`config.mk`:
```
export PLATFORM = sky130hd
export DESIGN_NAME = router_merge_forward
export DESIGN_NICKNAME = d
export VERILOG_FILES = /design/src/rtl/router_pkg.sv /design/src/rtl/router_fifo.sv /design/src/rtl/router_merge_forward.sv
export SDC_FILE = /design/constraint.sdc
export NUM_CORES = 1
export LEC_CHECK = 0
export ABC_CLOCK_PERIOD_IN_PS = 12700
export CORE_MARGIN = 2
export CORE_UTILIZATION = 59
export CTS_CLUSTER_DIAMETER = 120
export DETAILED_ROUTE_END_ITERATION = 8
export GPL_TIMING_DRIVEN = 0
export PLACE_DENSITY = 0.85
export SLEW_MARGIN = 5
export SYNTH_ARGS = -nofsm -noshare
export SYNTH_HDL_FRONTEND = slang
export SYNTH_SLANG_ARGS = --single-unit
```
`constraint.sdc`:
```
create_clock -name clk -period 12.7 [get_ports clk]
set_clock_uncertainty 0.2 [all_clocks]
set_input_delay 1.905 -clock clk [delete_from_list [all_inputs] [get_ports clk]]
set_output_delay 1.905 -clock clk [all_outputs]
set_load 0.03 [all_outputs]
```
`src/rtl/router_pkg.sv`:
```
// router_pkg
//   Shared types and helpers for the XY-mesh SNN router merge/forward stages.
//   - off_class_e : classification of a head word by its hop offset
//   - step_offset : moves an offset one hop closer to zero
//   - stripped_width : width of a packet once the offset field is removed
package router_pkg;

    typedef enum logic [1:0] {
        CLS_FWD,
        CLS_TURN_A,
        CLS_TURN_B,
        CLS_ERR
    } off_class_e;

    // Offsets are carried sign-extended to 32 bits; the caller truncates back
    // to the field width. A positive-direction stage decrements, a negative
    // one increments.
    function automatic logic signed [31:0] step_offset(input logic signed [31:0] off,
                                                       input logic              pos_dir);
        return pos_dir ? (off - 32'sd1) : (off + 32'sd1);
    endfunction

    function automatic int stripped_width(input int packet_width, input int off_width);
        return packet_width - off_width;
    endfunction

endpackage

```
`src/rtl/router_fifo.sv`:
```
// router_fifo
//   Synchronous first-word-fall-through buffer with asynchronous active-low reset.
//   Ports:
//     clk, reset_n         clock, async active-low reset
//     wr_en, wr_data       write request/data (ignored when full)
//     rd_en                pop request (ignored when empty)
//     rd_data              head word, forced to 0 while empty
//     empty, full, count   occupancy status derived from the registered count
module router_fifo #(
    parameter int WIDTH = 8,
    parameter int DEPTH = 4
) (
    input  logic                       clk,
    input  logic                       reset_n,
    input  logic                       wr_en,
    input  logic [WIDTH-1:0]           wr_data,
    input  logic                       rd_en,
    output logic [WIDTH-1:0]           rd_data,
    output logic                       empty,
    output logic                       full,
    output logic [$clog2(DEPTH):0]     count
);
    localparam int AW = $clog2(DEPTH);

    logic [WIDTH-1:0] mem [DEPTH];
    logic [AW-1:0]    wr_ptr;
    logic [AW-1:0]    rd_ptr;
    logic             do_wr;
    logic             do_rd;

    // Full/empty come from the registered count only, so a write into a full
    // buffer stays blocked even if the head is popped in the same cycle.
    assign full    = (count == (AW+1)'(DEPTH));
    assign empty   = (count == '0);
    assign do_wr   = wr_en && !full;
    assign do_rd   = rd_en && !empty;
    assign rd_data = empty ? '0 : mem[rd_ptr];

    always_ff @(posedge clk) begin
        if (do_wr) begin
            mem[wr_ptr] <= wr_data;
        end
    end

    // DEPTH is a power of two, so the pointers wrap naturally.
    always_ff @(posedge clk or negedge reset_n) begin
        if (!reset_n) begin
            wr_ptr <= '0;
            rd_ptr <= '0;
            count  <= '0;
        end else begin
            if (do_wr) wr_ptr <= wr_ptr + 1'b1;
            if (do_rd) rd_ptr <= rd_ptr + 1'b1;
            case ({do_wr, do_rd})
                2'b10:   count <= count + 1'b1;
                2'b01:   count <= count - 1'b1;
                default: count <= count;
            endcase
        end
    end

endmodule

```
`src/rtl/router_merge_forward.sv`:
```
// router_merge_forward
//   Merge + forward stage for one direction of the XY-mesh SNN router.
//   Round-robin merges NUM_IN FWFT sources, classifies each head by its hop
//   offset and steers it to the fwd buffer (offset stepped toward zero), a
//   turn buffer (offset field stripped) or drops it (wrong-sign offset).
//   Ports:
//     din/empty_in/ren_out            merged sources (ren_out combinational)
//     dout_fwd/empty_fwd/ren_fwd      straight-through buffer
//     dout_turn_a/b, empty_turn_a/b,
//     ren_turn_a/b                    turn buffers
//     full_any                        any output buffer full
//     pkt_count/err_count/err_pulse   accepted / dropped packet status
module router_merge_forward
    import router_pkg::*;
#(
    parameter int NUM_IN       = 3,
    parameter int PACKET_WIDTH = 30,
    parameter int OFF_MSB      = 29,
    parameter int OFF_LSB      = 21,
    parameter int TURN_SEL_BIT = 20,
    parameter bit POS_DIR      = 1'b1,
    parameter int BUFFER_DEPTH = 4,
    parameter int CNT_W        = 16
) (
    input  logic                                   clk,
    input  logic                                   reset_n,
    input  logic [NUM_IN*PACKET_WIDTH-1:0]         din,
    input  logic [NUM_IN-1:0]                      empty_in,
    output logic [NUM_IN-1:0]                      ren_out,
    output logic [PACKET_WIDTH-1:0]                dout_fwd,
    output logic                                   empty_fwd,
    input  logic                                   ren_fwd,
    output logic [PACKET_WIDTH-(OFF_MSB-OFF_LSB+1)-1:0] dout_turn_a,
    output logic                                   empty_turn_a,
    input  logic                                   ren_turn_a,
    output logic [PACKET_WIDTH-(OFF_MSB-OFF_LSB+1)-1:0] dout_turn_b,
    output logic                                   empty_turn_b,
    input  logic                                   ren_turn_b,
    output logic                                   full_any,
    output logic [CNT_W-1:0]                       pkt_count,
    output logic [CNT_W-1:0]                       err_count,
    output logic                                   err_pulse
);
    localparam int OFF_W   = OFF_MSB - OFF_LSB + 1;
    localparam int STRIP_W = stripped_width(PACKET_WIDTH, OFF_W);
    localparam int PTR_W   = (NUM_IN > 1) ? $clog2(NUM_IN) : 1;
    localparam int CW      = $clog2(BUFFER_DEPTH) + 1;

    off_class_e                  cls [NUM_IN];
    logic [NUM_IN-1:0]           elig;
    logic [PTR_W-1:0]            ptr;
    logic [PTR_W-1:0]            grant_idx;
    logic                        grant_vld;
    logic [PACKET_WIDTH-1:0]     sel_word;
    off_class_e                  sel_cls;
    logic signed [OFF_W-1:0]     sel_off;
    logic signed [31:0]          stepped_off;
    logic [PACKET_WIDTH-1:0]     fwd_word;
    logic                        wr_fwd, wr_ta, wr_tb;
    logic                        full_fwd, full_ta, full_tb;
    logic [CW-1:0]               cnt_fwd, cnt_ta, cnt_tb;
    logic                        space_fwd, space_ta, space_tb;

    assign space_fwd = (cnt_fwd != CW'(BUFFER_DEPTH));
    assign space_ta  = (cnt_ta  != CW'(BUFFER_DEPTH));
    assign space_tb  = (cnt_tb  != CW'(BUFFER_DEPTH));
    assign full_any  = full_fwd || full_ta || full_tb;

    // Classify each source head and decide eligibility. Error heads are always
    // eligible so a bad packet can never block its source.
    always_comb begin
        for (int i = 0; i < NUM_IN; i++) begin
            logic signed [OFF_W-1:0] off_v;
            off_v = din[i*PACKET_WIDTH+OFF_LSB +: OFF_W];
            if (off_v == '0) begin
                cls[i] = din[i*PACKET_WIDTH+TURN_SEL_BIT] ? CLS_TURN_B : CLS_TURN_A;
            end else if (off_v[OFF_W-1] != POS_DIR) begin
                cls[i] = CLS_FWD;
            end else begin
                cls[i] = CLS_ERR;
            end
            case (cls[i])
                CLS_FWD:    elig[i] = !empty_in[i] && space_fwd;
                CLS_TURN_A: elig[i] = !empty_in[i] && space_ta;
                CLS_TURN_B: elig[i] = !empty_in[i] && space_tb;
                default:    elig[i] = !empty_in[i];
            endcase
        end
    end

    // Round-robin scan starting at ptr; first eligible source wins.
    always_comb begin
        int scan_idx;
        grant_vld = 1'b0;
        grant_idx = '0;
        scan_idx  = 0;
        for (int k = 0; k < NUM_IN; k++) begin
            scan_idx = (int'(ptr) + k) % NUM_IN;
            if (!grant_vld && elig[scan_idx]) begin
                grant_vld = 1'b1;
                grant_idx = PTR_W'(scan_idx);
            end
        end
        ren_out = '0;
        if (grant_vld && reset_n) begin
            ren_out[grant_idx] = 1'b1;
        end
    end

    always_comb begin
        sel_word    = din[int'(grant_idx)*PACKET_WIDTH +: PACKET_WIDTH];
        sel_cls     = cls[grant_idx];
        sel_off     = sel_word[OFF_MSB:OFF_LSB];
        stepped_off = step_offset(32'(sel_off), POS_DIR);
        fwd_word    = {stepped_off[OFF_W-1:0], sel_word[OFF_LSB-1:0]};
        wr_fwd      = grant_vld && (sel_cls == CLS_FWD);
        wr_ta       = grant_vld && (sel_cls == CLS_TURN_A);
        wr_tb       = grant_vld && (sel_cls == CLS_TURN_B);
    end

    // ---- grant edge: arbitration pointer and status counters ----
    always_ff @(posedge clk or negedge reset_n) begin
        if (!reset_n) begin
            ptr       <= '0;
            pkt_count <= '0;
            err_count <= '0;
            err_pulse <= 1'b0;
        end else begin
            err_pulse <= grant_vld && (sel_cls == CLS_ERR);
            if (grant_vld) begin
                ptr <= (grant_idx == PTR_W'(NUM_IN - 1)) ? '0 : grant_idx + 1'b1;
                if (sel_cls == CLS_ERR) begin
                    if (err_count != '1) err_count <= err_count + 1'b1;
                end else begin
                    pkt_count <= pkt_count + 1'b1;
                end
            end
        end
    end

    router_fifo #(.WIDTH(PACKET_WIDTH), .DEPTH(BUFFER_DEPTH)) u_fifo_fwd (
        .clk(clk), .reset_n(reset_n), .wr_en(wr_fwd), .wr_data(fwd_word),
        .rd_en(ren_fwd), .rd_data(dout_fwd), .empty(empty_fwd), .full(full_fwd),
        .count(cnt_fwd)
    );

    router_fifo #(.WIDTH(STRIP_W), .DEPTH(BUFFER_DEPTH)) u_fifo_turn_a (
        .clk(clk), .reset_n(reset_n), .wr_en(wr_ta), .wr_data(sel_word[STRIP_W-1:0]),
        .rd_en(ren_turn_a), .rd_data(dout_turn_a), .empty(empty_turn_a), .full(full_ta),
        .count(cnt_ta)
    );

    router_fifo #(.WIDTH(STRIP_W), .DEPTH(BUFFER_DEPTH)) u_fifo_turn_b (
        .clk(clk), .reset_n(reset_n), .wr_en(wr_tb), .wr_data(sel_word[STRIP_W-1:0]),
        .rd_en(ren_turn_b), .rd_data(dout_turn_b), .empty(empty_turn_b), .full(full_tb),
        .count(cnt_tb)
    );

endmodule
```
==> reports/results.txt, run 1 <==
The flow ran to the end, and the final reports show no timing, DRC or antenna violations. The sequential standard cell area was 10000 sq um. The area of combinational cells with multiple inputs is 4670 sq um. Hold timing on the final database bottoms out at a slack of 276 ps. VDD sags by at most 176 uV. Counting the fill cells in the layout gives 1471. After clock tree synthesis, the flow added hold-fix buffers numbering 0. The top cell type's share of synthesized area was 57.7%; the first-pass GRT wire length was 52800 um.

The worst hold path begins at pkt_count[15]. edfxtp_1 takes more of the synthesized area than any other cell. The run gives 25000 sq um as the core footprint. In this run the critical register-to-register path is captured at u_fifo_fwd.mem[3][27]. The share of the Yosys chip area taken by registers is 67.0%. For the sum of internal, switching and leakage power, the log shows 5.06 mW. By area the synthesized netlist is led by edfxtp_1, mux4_2, dfrtp_1.

The run gives 0.114 GHz as the highest clock frequency the design can meet. The count of warnings emitted by yosys was 0. The cell count along the critical path works out to 13. The CTS sink count was 344; the worst slew margin relative to its limit was 18.1%. The worst register-to-register path has a depth of 11. Count of buffers inserted at the top-level ports: 209.

The floorplan step set the die width to 163 um. Buffers added to address setup during post-CTS repair amount to 0. The tools report the area enclosed by the die boundary as 26700 sq um. The effective utilization at floorplan is 59.9%.

The final critical path takes up 69.2% of the cycle. Total nets after synthesis: 1050. The first detailed-routing pass took 5 iterations. The run gives 1520 as the final cell count without fillers. The slowest stage of the critical path is the clkdlybuf4s50_1 cell. For the static leakage, the log shows 6.59 nW. Type of destination of the critical path: an output pin. Among all flip-flop cells after synthesis, the most frequent one is edfxtp_1. For the buffer depth of the longest clock path, the log shows 3. The worst min-delay path category is reg -> reg. The path with the worst hold slack has its endpoint at pkt_count[15]. CTS built an H-tree with a depth of 2. The number of vias after detailed routing is 9132, and the count of mapped cells out of synthesis is 920.

Power spread over the standard cell area amounts to 272 nW/um^2. The floorplan has 58 rows. At the pin with the least slew margin, the transition time is 1230 ps.

The detail-routed via count per cell came out at 6.01. The run gives 858 as the violation count after the first detailed-route iteration. The critical path goes through clkdlybuf4s50_1 -> or2_1 -> or3_1 -> o31ai_1 -> inv_1 -> ha_1 -> a221oi_2 -> o221ai_2 -> a211oi_4 -> clkbuf_1 -> clkbuf_1 -> and2_1 -> clkdlybuf4s50_1. After clock tree synthesis, the clock-pin slew on the worst setup and hold paths is 60 ps. Leaving out fill and tap cells, the most frequent cells in the layout are edfxtp_1, clkdlybuf4s50_1, nor2b_1. The run gives 8150 ps as the worst setup slack for register-to-register paths. Detailed placement finished with a half-perimeter wire length of 22500 um. The number of antenna violations at the first check in global routing came out at 0. The total wire length after detailed routing was 35600 um; the minimum clock period after layout was 8780 ps. In this run the critical register-to-register path is launched from u_fifo_turn_b.count[1]. For this run, the slowest stage of the critical path takes 660 ps. The worst setup path is launched from a primary input. Once placement completed, the tool counted placed cells totaling 1459. The tools report the overflow left after global routing as 0. The detail route stage leaves a number of antenna-violating nets equal to 0. Data arrives at the worst endpoint at 6680 ps. The number of gates resized after CTS was 0. The fraction of layout cells with a size suffix above 1 was 12.8%; the final setup violation count was 0. Max-cap violations in this run came to 0.

The final layout contains 1295 nets. The run gives 0 as the final-report max-slew violation count. The number of clock buffers added by TritonCTS is 34.

The top cell family by delay on the critical path is buffers and inverters. Maximum number of pins on one net before global-route repair: 59. Cell at the root of the clock tree: clkbuf_16.

The final standard cell utilization of the core is 74.2%. The depth of the worst hold-timing path works out to 1. For this run, asynchronously set or reset flops after synthesis account for 16.3%.

The worst-skew pair later-pin latency was 510 ps. The critical path contains buffers and inverters numbering 5 combined. Setup repair after global routing left no endpoint under its margin. The routability-driven placement congestion ratio was 0.872. The run gives 61 as the count of distinct cell types in the synthesized netlist. Most frequent standard cell in the layout excluding fill and tap cells: edfxtp_1. Final sum of negative setup slack: 0 ps.

The register bit count reported by yosys is 344, and the count of flip-flops with a built-in enable after synthesis is 288. Global routing used 26.8% of the available tracks across all layers. The number of antenna diodes in the final layout is 0.

The run gives 0 as the number of hold violations in the final report. The number of global-route vias before repair was 9334; the height of the die was 163 um. The total I/O pin count is 210. The mean instance size in the synthesized netlist works out to 16.3 sq um.

The classification of the worst setup path is in -> out. Dividing the detail-routed wire length by the instance count gives 23.4 um. The layout-stage area growth over the synthesis result is 23.9%, and the mapped cell area is 15000 sq um.

TritonCTS built the clock tree. Along the worst path, the maximum fanout reaches 10. At the worst endpoint, the required time is 10600 ps.

In the routed design, unresolved DRC markers number 0.
-- cell type report --
type                    instances  share of cell area [%]
repair buffers                209                    11.2
plain buffers                  39                   0.821
multi-input cells             502                    25.1
well taps                     330                    2.22
clock buffers                  49                    5.32
clock inverters                12                   0.512
flip-flops and latches        344                    54.1
inverters                      35                   0.707
-- logic make-up after synthesis --
group,count (synthesis),synth area share [%]
flip-flops,344,67.0
AND/OR/NAND/NOR,256,9.75
AO/OA/AOI/OAI,84,4.20
multiplexers,77,11.2
buffers and inverters,74,1.89
XOR/XNOR,53,3.15
adder cells (fa/ha/maj),32,2.82
-- state kept, by name, summed over array words and instances (netlist names), 3 cells and up --
register and cells:
u_fifo_turn_a.count 3, u_fifo_fwd.mem 120, u_fifo_turn_b.count 3, u_fifo_fwd.count 3, u_fifo_turn_b.mem 84, u_fifo_turn_a.mem 84, pkt_count 16, err_count 16
-- worst max path at each step --
| stage | to | from | slack, ps |
|---|---|---|---|
| detailed placement | ren_out[1] | din[24] | 4000 |
| global route | ren_out[1] | din[24] | 3650 |
| floorplan | ren_out[1] | din[24] | 5690 |
| finish | ren_out[1] | din[24] | 3920 |
| CTS | ren_out[1] | din[24] | 3930 |
| global placement | ren_out[1] | din[24] | 4140 |
-- worst reg2reg max path: stages (launching register included) --
cell	delay, ps
dfrtp_1	430
or3b_1	500
a221oi_2	360
o31ai_1	160
a211oi_2	510
nor2_1	180
a21oi_1	660
ha_1	330
inv_1	60
a211oi_1	380
nand4_1	180
xor2_1	380
-- through the flow --
step / area (sq um) / setup slack (ps)
finish: 18600 / 3920
global route: 18600 / 3650
CTS: 18600 / 3930
detailed placement: 17500 / 4000
global placement: 17500 / 4140
floorplan: 15000 / 5690
-- synthesized netlist by cell type (2+ instances only) --
cell	count
or3_1	3
a22o_1	7
nand3_1	15
ha_1	29
xnor2_1	30
o211ai_1	3
and3_1	12
nor3b_2	3
clkbuf_1	24
buf_1	12
a21oi_1	16
nor2b_1	77
buf_2	2
xor2_1	22
a31oi_1	2
edfxtp_1	288
nand2b_1	4
or2_2	2
o22ai_1	5
fa_1	3
o21ai_0	7
nor3_1	10
a211oi_1	2
nor2_1	17
a22oi_1	23
dfrtp_1	56
inv_1	35
and2_1	16
a221oi_2	2
mux2_1	5
nor4_1	6
nand2_1	64
nand4_1	12
a211o_1	2
o31ai_1	2
o211a_1	2
mux4_2	72
and4_1	5
-- per-layer routing --
metal  GRT usage [%]  up-vias  share of wire, %
li1                -     4003                 -
met1            33.1     4551                38
met2            46.5      494                51
met3            6.27       84               8.2
met4            9.33        0               3.2
met5               0        -                 0
-- power breakdown --
group | total, mW | switching [mW] | internal, mW | leakage (nW)
logic | 2.34 | 1.44 | 0.901 | 2.74
clock network | 0.979 | 0.414 | 0.565 | 0.544
registers | 1.74 | 0.104 | 1.63 | 3.31
No activity file was read; power rests on OpenSTA's default activity.
==> run 2, diff against run 1 <==
--- a/config.mk
+++ b/config.mk
@@ -5,13 +5,13 @@
 export SDC_FILE = /design/constraint.sdc
 export NUM_CORES = 1
 export LEC_CHECK = 0
-export ABC_CLOCK_PERIOD_IN_PS = 12700
+export ABC_CLOCK_PERIOD_IN_PS = 7300
 export CORE_MARGIN = 2
-export CORE_UTILIZATION = 59
+export CORE_UTILIZATION = 50
 export CTS_CLUSTER_DIAMETER = 120
 export DETAILED_ROUTE_END_ITERATION = 8
 export GPL_TIMING_DRIVEN = 0
-export PLACE_DENSITY = 0.85
+export PLACE_DENSITY = 0.77
 export SLEW_MARGIN = 5
 export SYNTH_ARGS = -nofsm -noshare
 export SYNTH_HDL_FRONTEND = slang
==> constraint.sdc (replaced) <==
create_clock -name clk -period 7.3 [get_ports clk]
set_clock_uncertainty 0.2 [all_clocks]
set_input_delay 1.095 -clock clk [delete_from_list [all_inputs] [get_ports clk]]
set_output_delay 1.095 -clock clk [all_outputs]
set_load 0.03 [all_outputs]
==> run 2 against run 1 <==
Utilization is 11 points lower. Routed wire length is 6.9% lower. Die area is 18% higher. Flip-flop and latch count stayed put. Largest cell class unchanged. Sequential power is 72% higher. First-iteration DRC count is 20% lower. Clock power is 75% higher. Critical path type unchanged. Worst hold slack better by 9.6 ps. Setup slack worse by 3700 ps. Via count is 3.0% lower. Cell count is 4.4% higher.
==> reports/results.txt, run 2 (synthesized netlist as in run 1, its figures left out) <==
The flow ran to the end, and the final reports show no timing, DRC or antenna violations. Layout-stage area growth over the synthesis result: 24.7%. The tools report the area enclosed by the die boundary as 31400 sq um. The most flop-heavy register is u_fifo_fwd.mem.

The routed length per placed instance is 20.9 um, and the worst slew margin relative to its limit is 20.4%. The count of buffers inserted at the top-level ports is 209, and the number of core rows is 63. In this run the remaining antenna-violating nets after routing total 0. The finished cells cover 18700 sq um. After detailed routing, the number of vias per cell comes to 5.58. The highest clock frequency the design can meet was 0.142 GHz. Most frequent standard cell in the layout excluding fill and tap cells: edfxtp_1. From left edge to right edge, the die measures 177 um. In the layout the commonest cells are edfxtp_1, clkdlybuf4s50_1, nor2b_1. The number of gates resized after CTS was 0.

Setup total negative slack on the finished layout was measured at 0 ps. For the wire length on met3, the log shows 2230 um. Global routing finished with a remaining overflow of 0. The number of vias after detailed routing came out at 8857. The tools report the cell at the root of the clock tree as clkbuf_16.

Data arrives at the worst endpoint at 5760 ps. The total I/O pin count is 210, and the buffer depth of the longest clock path is 3. STA classifies the critical path endpoint as an output pin. The largest stage delay on the critical path was 670 ps; the number of hold violations in the final report was 0.

Number of global-route vias before repair: 9072. The tools report the area of combinational cells with multiple inputs as 4670 sq um. For this block, the routed nets add up to 33100 um of wire.

The tool flagged a number of max-cap violations equal to 0. Setup violations remaining at the end of the flow were counted as 0. The worst min-delay path category was reg -> reg.

After clock tree synthesis, the flow added hold-fix buffers numbering 0. Once detailed placement completed, the half-perimeter wirelength came to 22500 um. The flip-flop count of the largest register, all copies and words added is 120.

Across the whole layout, storage elements account for 10000 sq um. TritonCTS built the clock tree. The worst setup path is launched from a primary input. In this run the cell area measured after placement is 17600 sq um. The region available for standard cell placement spans 29600 sq um. Of the available clock period, the critical path in the final layout requires 96.6%.

Buffers added to address setup during post-CTS repair amount to 0. The number of detailed-routing iterations run before antenna repair is 7, and the CTS sink count is 344. Effective utilization at floorplan: 50.7%. Power per unit of standard cell area: 466 nW/um^2. Subtracting the final worst setup slack from the clock period gives 7050 ps.

The critical path is of the in -> out type. Entering global routing, the biggest net connects 59 pins. Fill cells in the final layout number 2119. In the final layout, the registers with the most flip-flops are u_fifo_fwd.mem (120), u_fifo_turn_a.mem (84), u_fifo_turn_b.mem (84). The clock reaches the later pin of the worst-skew pair after 520 ps. The master of the slowest instance on the critical path is clkdlybuf4s50_1. In this run, placement finished with an instance count of 1520.

Height of the die: 177 um. The total CTS buffers was 36. In this run the worst path has a maximum fanout of 10. The static leakage is 6.59 nW. The slew at the pin closest to its max-slew limit came out at 1190 ps. Signal routing reaches up to met4. The H-tree level count is 2, and the clock-pin slew on the worst setup and hold paths is 60 ps.

The tools report the routability-driven placement congestion ratio as 0.863. For this run, design rule violations remaining after detail routing come to 0. At the worst endpoint, the required time is 6000 ps. The fraction of layout cells with a size suffix above 1 is 12.7%.

The number of antenna violations at the first check in global routing was 1; the wire length the detailed router placed on met1 was 14000 um. The net count reported at finish is 1298, and the final-report max-slew violation count is 0. The tools report the maximum VDD drop as 329 uV. Setup repair after global routing left no endpoint under its margin. For this block, the initial DRC count from the detailed router was 689. The tools report the first-pass GRT wire length as 50300 um. The critical path goes through clkdlybuf4s50_1 -> or2_1 -> or3_1 -> o31ai_1 -> inv_1 -> ha_1 -> a221oi_2 -> o221ai_2 -> a211oi_4 -> clkbuf_1 -> clkbuf_1 -> and2_1 -> clkdlybuf4s50_1. Summed over all nets, wire length on met2 after detailed routing comes to 16100 um. The final cell count without fillers was 1587; the global-route usage over all layers was 21.3%.
==> run 2: critical path: cells and delay by family <==
| kind | cells | cell delay [ps] |
|---|---|---|
| buffers and inverters | 5 | 2170 |
| AOI/OAI and AO/OA | 4 | 1430 |
| and+or+nand+nor | 3 | 840 |
| adders and majority gates | 1 | 220 |
==> run 2: path summary, 6_finish.rpt <==
check	start	endpoint	slack [ps]	cells past startpoint
min in group asynchronous	reset_n	err_count[4]	470	1
max in group asynchronous	reset_n	u_fifo_turn_b.count[1]	5900	1
worst max register to register	u_fifo_turn_b.count[1]	u_fifo_turn_b.mem[0][14]	2860	9
worst max-delay path	din[24]	ren_out[1]	250	13
worst min register to register	pkt_count[15]	pkt_count[15]	290	1
worst min-delay path	pkt_count[15]	pkt_count[15]	290	1
==> run 2: metal layers <==
metal,up-vias,track usage (%)
met2,321,34.9
met1,4460,29.0
li1,4016,-
met5,-,0
met3,60,4.15
met4,0,6.40
==> run 2: power by group <==
part	total [mW]	leakage, nW	switching (mW)	internal, mW
clock	1.71	0.533	0.749	0.964
sequential	3.00	3.31	0.163	2.84
combinational	4.01	2.74	2.43	1.57
total	8.72	6.59	3.35	5.38
==> run 2: through the flow <==
stage          setup slack (ps)  hold WS [ps]  power [mW]  util (%)
2_1_floorplan              1910           254        5.55         -
3_3_place_gp                253           266        6.97      59.5
3_5_place_dp                210           257        7.06      59.5
4_1_cts                     206           280        8.78      63.2
5_1_grt                    5.34           297        9.14      63.3
6_report                    245           285        8.72      63.3
==> run 2: final cells by class <==
| class | instances | share of cell area (%) |
|---|---|---|
| inverters | 35 | 0.703 |
| clock buffers | 42 | 4.99 |
| diodes | 2 | 0.0268 |
| well taps | 390 | 2.61 |
| plain buffers | 39 | 0.816 |
| clock inverters | 23 | 0.930 |
| repair buffers | 210 | 11.2 |
| multi-input cells | 502 | 25.0 |
| flip-flops and latches | 344 | 53.7 |
==> run 3, diff against run 2 <==
--- a/config.mk
+++ b/config.mk
@@ -6,12 +6,13 @@
 export NUM_CORES = 1
 export LEC_CHECK = 0
 export ABC_CLOCK_PERIOD_IN_PS = 7300
+export CORE_ASPECT_RATIO = 1.2
 export CORE_MARGIN = 2
 export CORE_UTILIZATION = 50
 export CTS_CLUSTER_DIAMETER = 120
 export DETAILED_ROUTE_END_ITERATION = 8
 export GPL_TIMING_DRIVEN = 0
-export PLACE_DENSITY = 0.77
+export PLACE_DENSITY = 0.74
 export SLEW_MARGIN = 5
 export SYNTH_ARGS = -nofsm -noshare
 export SYNTH_HDL_FRONTEND = slang
==> run 3 against run 2 <==
Routed wire length barely moved. Fmax rose by 3.0%. Worst hold slack got worse by 11 ps. Power barely moved. Flip-flop and latch count did not move. Critical endpoint unchanged. Cell count fell by 0.38%. Sequential share of layout area barely moved. Setup slack improved by 200 ps. Global-route usage barely moved. Critical path depth did not move. Final area barely moved.
==> reports/results.txt, run 3 (synthesized netlist as in run 1, its figures left out) <==
The flow ran to the end, and the final reports show no timing, DRC or antenna violations. The analysis attributes to cell leakage a power of 6.60 nW. Number of nets with antenna violations after detailed routing: 0. The highest fanout seen on the critical path is 10, and the CTS sink count is 344.

The largest stage delay on the critical path is 670 ps. The power per unit of standard cell area came out at 467 nW/um^2. Setup repair after global routing left no endpoint under its margin.

Compared with the post-synthesis result, the final layout area differs by 24.7%. The register with the most flip-flops in the layout has 120 of them. At the later pin of the worst-skew pair, clock insertion delay measures 510 ps.

The tools report the worst slew margin relative to its limit as 24.8%. In this run, the number of DRC markers left after iteration 0 of detailed routing was 514. The tools report the type of destination of the critical path as an output pin. The run gives 0 as the number of antenna violations at the first check in global routing. After detailed routing, the number of remaining DRC violations is 0. Number of hold violations in the final report: 0. The critical path goes through clkdlybuf4s50_1 -> or2_1 -> or3_1 -> o31ai_1 -> inv_1 -> ha_1 -> a221oi_2 -> o221ai_2 -> a211oi_4 -> clkbuf_2 -> clkbuf_1 -> and2_1 -> clkdlybuf4s50_1.

Across all hold checks on the routed design, the worst slack comes to 274 ps. In the final design database the tool counted 1296 nets. More flip-flops sit in one register than any other, and that register is u_fifo_fwd.mem.

The number of hold buffers added after CTS was 0. Port buffering added 209 buffers. Clock-pin slew was measured on the worst setup and hold paths at 60 ps. The H-tree level count is 2.

Master of the slowest instance on the critical path: clkdlybuf4s50_1. After detailed routing, the number of vias per cell comes to 5.55. The effective utilization at floorplan was 50.6%; the total wire length after detailed routing was 33100 um.

Dividing the detail-routed wire length by the instance count gives 20.9 um. Leaving out fill and tap cells, the most frequent cells in the layout are edfxtp_1, clkdlybuf4s50_1, nor2b_1. The area enclosed by the die boundary came out at 31400 sq um. The worst setup path is of the in -> out kind. Cells with a size suffix above 1 make up 12.6% of the layout. In this design, the largest share of critical-path delay is due to buffers and inverters. The post-layout worst setup margin came out at 448 ps. The tools report the final setup violation count as 0. The final-report max-slew violation count is 0.

TritonCTS built the clock tree. At the worst endpoint, the required time is 6000 ps. The largest registers in the layout are u_fifo_fwd.mem (120), u_fifo_turn_a.mem (84), u_fifo_turn_b.mem (84).

The cell sitting at the root of the clock tree is a clkbuf_16. At the pin with the least slew margin, the transition time is 1130 ps. The share of the clock period used by the worst path after layout is 93.9%. The tightest min-delay check is of the reg -> reg type.

The most frequent standard cell in the layout excluding fill and tap cells was edfxtp_1. The antenna diode instance count came out at 0. The number of global-route vias before repair is 9224, and the maximum number of pins on one net before global-route repair is 59. In this run the count of I/O pins placed on the die edge is 210.

The run gives 22200 um as the sum of net half-perimeters after detailed placement. The highest clock frequency the design can meet came out at 0.146 GHz. The floorplan has 69 rows.

In this run, CTS created clock tree buffers numbering 34. Summed over all layers, the global routing overflow is 0. X dimension of the die: 162 um. The core footprint came out at 29600 sq um. The most numerous cell type found on the critical path is clkdlybuf4s50_1. STA classifies the critical path startpoint as a primary input.

After routing, the total negative slack on setup checks comes to 0 ps. Data on the critical path arrives at its endpoint at 5560 ps. Measured on the finished design, the core utilization comes to 63.1%.

The run gives 2840 ps as the worst setup slack for register-to-register paths. The tool flagged a number of max-cap violations equal to 0. The worst-case IR drop observed on VDD is 255 uV. The first detailed-routing pass took 5 iterations. The worst setup timing slack at the placement stage is 272 ps. The count of filler cells inserted in the layout is 2127.

For this block, the via count after detailed routing is 8773. The number of buffers and inverters on the critical path was 5. The buffer depth of the longest clock path was 3; the first-pass GRT wire length was 51200 um. The smallest clock period supported by the final layout is computed as 6850 ps. The floorplan step set the die height to 194 um. The congestion estimate from routability-driven global placement came to 0.834.

Across every metal layer, demand over resource in global routing totals 21.3%.
## run 3: cell count changes in the layout (fill, tap and decap cells not counted), sizes merged
cell      before  now
inv           38   37
clkbuf        66   67
bufinv         1    4
clkinvlp       4    2
diode          2    0
clkinv        15   10
## run 3: per-layer routing
metal  part of all wire [%]  global-route usage [%]  wire length (um)
met4                    3.4                    7.54              1110
met3                    5.9                    3.55              1940
met1                     39                    26.3             12900
met5                      0                       0                 0
met2                     52                    37.8             17100
## run 3: cell type report
class / count / area, sq um / area share [%]
Buffer: 39 / 154 / 0.823
Clock buffer: 43 / 906 / 4.85
Clock inverter: 18 / 201 / 1.08
Inverter: 35 / 131 / 0.703
Multi-Input combinational cell: 502 / 4670 / 25.0
Sequential cell: 344 / 10000 / 53.8
Tap cell: 390 / 488 / 2.61
Timing Repair Buffer: 210 / 2100 / 11.2
## run 3: path summary, 6_finish.rpt
path	from	depth (start not counted)	endpoint
setup / recovery	din[24]	13	ren_out[1]
hold / removal	pkt_count[15]	1	pkt_count[15]
setup reg to reg	u_fifo_turn_b.count[1]	9	u_fifo_turn_b.mem[0][16]
hold reg to reg	pkt_count[15]	1	pkt_count[15]
max in group asynchronous	reset_n	1	u_fifo_turn_b.rd_ptr[0]
min in group asynchronous	reset_n	1	err_pulse
## run 3: timing repair
item,4_1_cts,5_1_grt
endpoints found under the setup margin,0,1
setup buffers,0,0
resized for setup,0,2
## run 3: through the flow
stage / cell area (sq um) / std cells / power [mW]
floorplan: 15000 / 920 / 5.55
global placement: 17600 / 1519 / 6.98
detailed placement: 17600 / 1520 / 7.06
CTS: 18700 / 1581 / 8.80
global route: 18700 / 1581 / 9.15
finish: 18700 / 1581 / 8.73
## run 3: power breakdown
part           internal, mW  switching (mW)  leakage (nW)
clock network          1.03           0.713         0.537
logic                  1.57            2.42          2.75
registers              2.84           0.163          3.31
total                  5.43            3.29          6.60
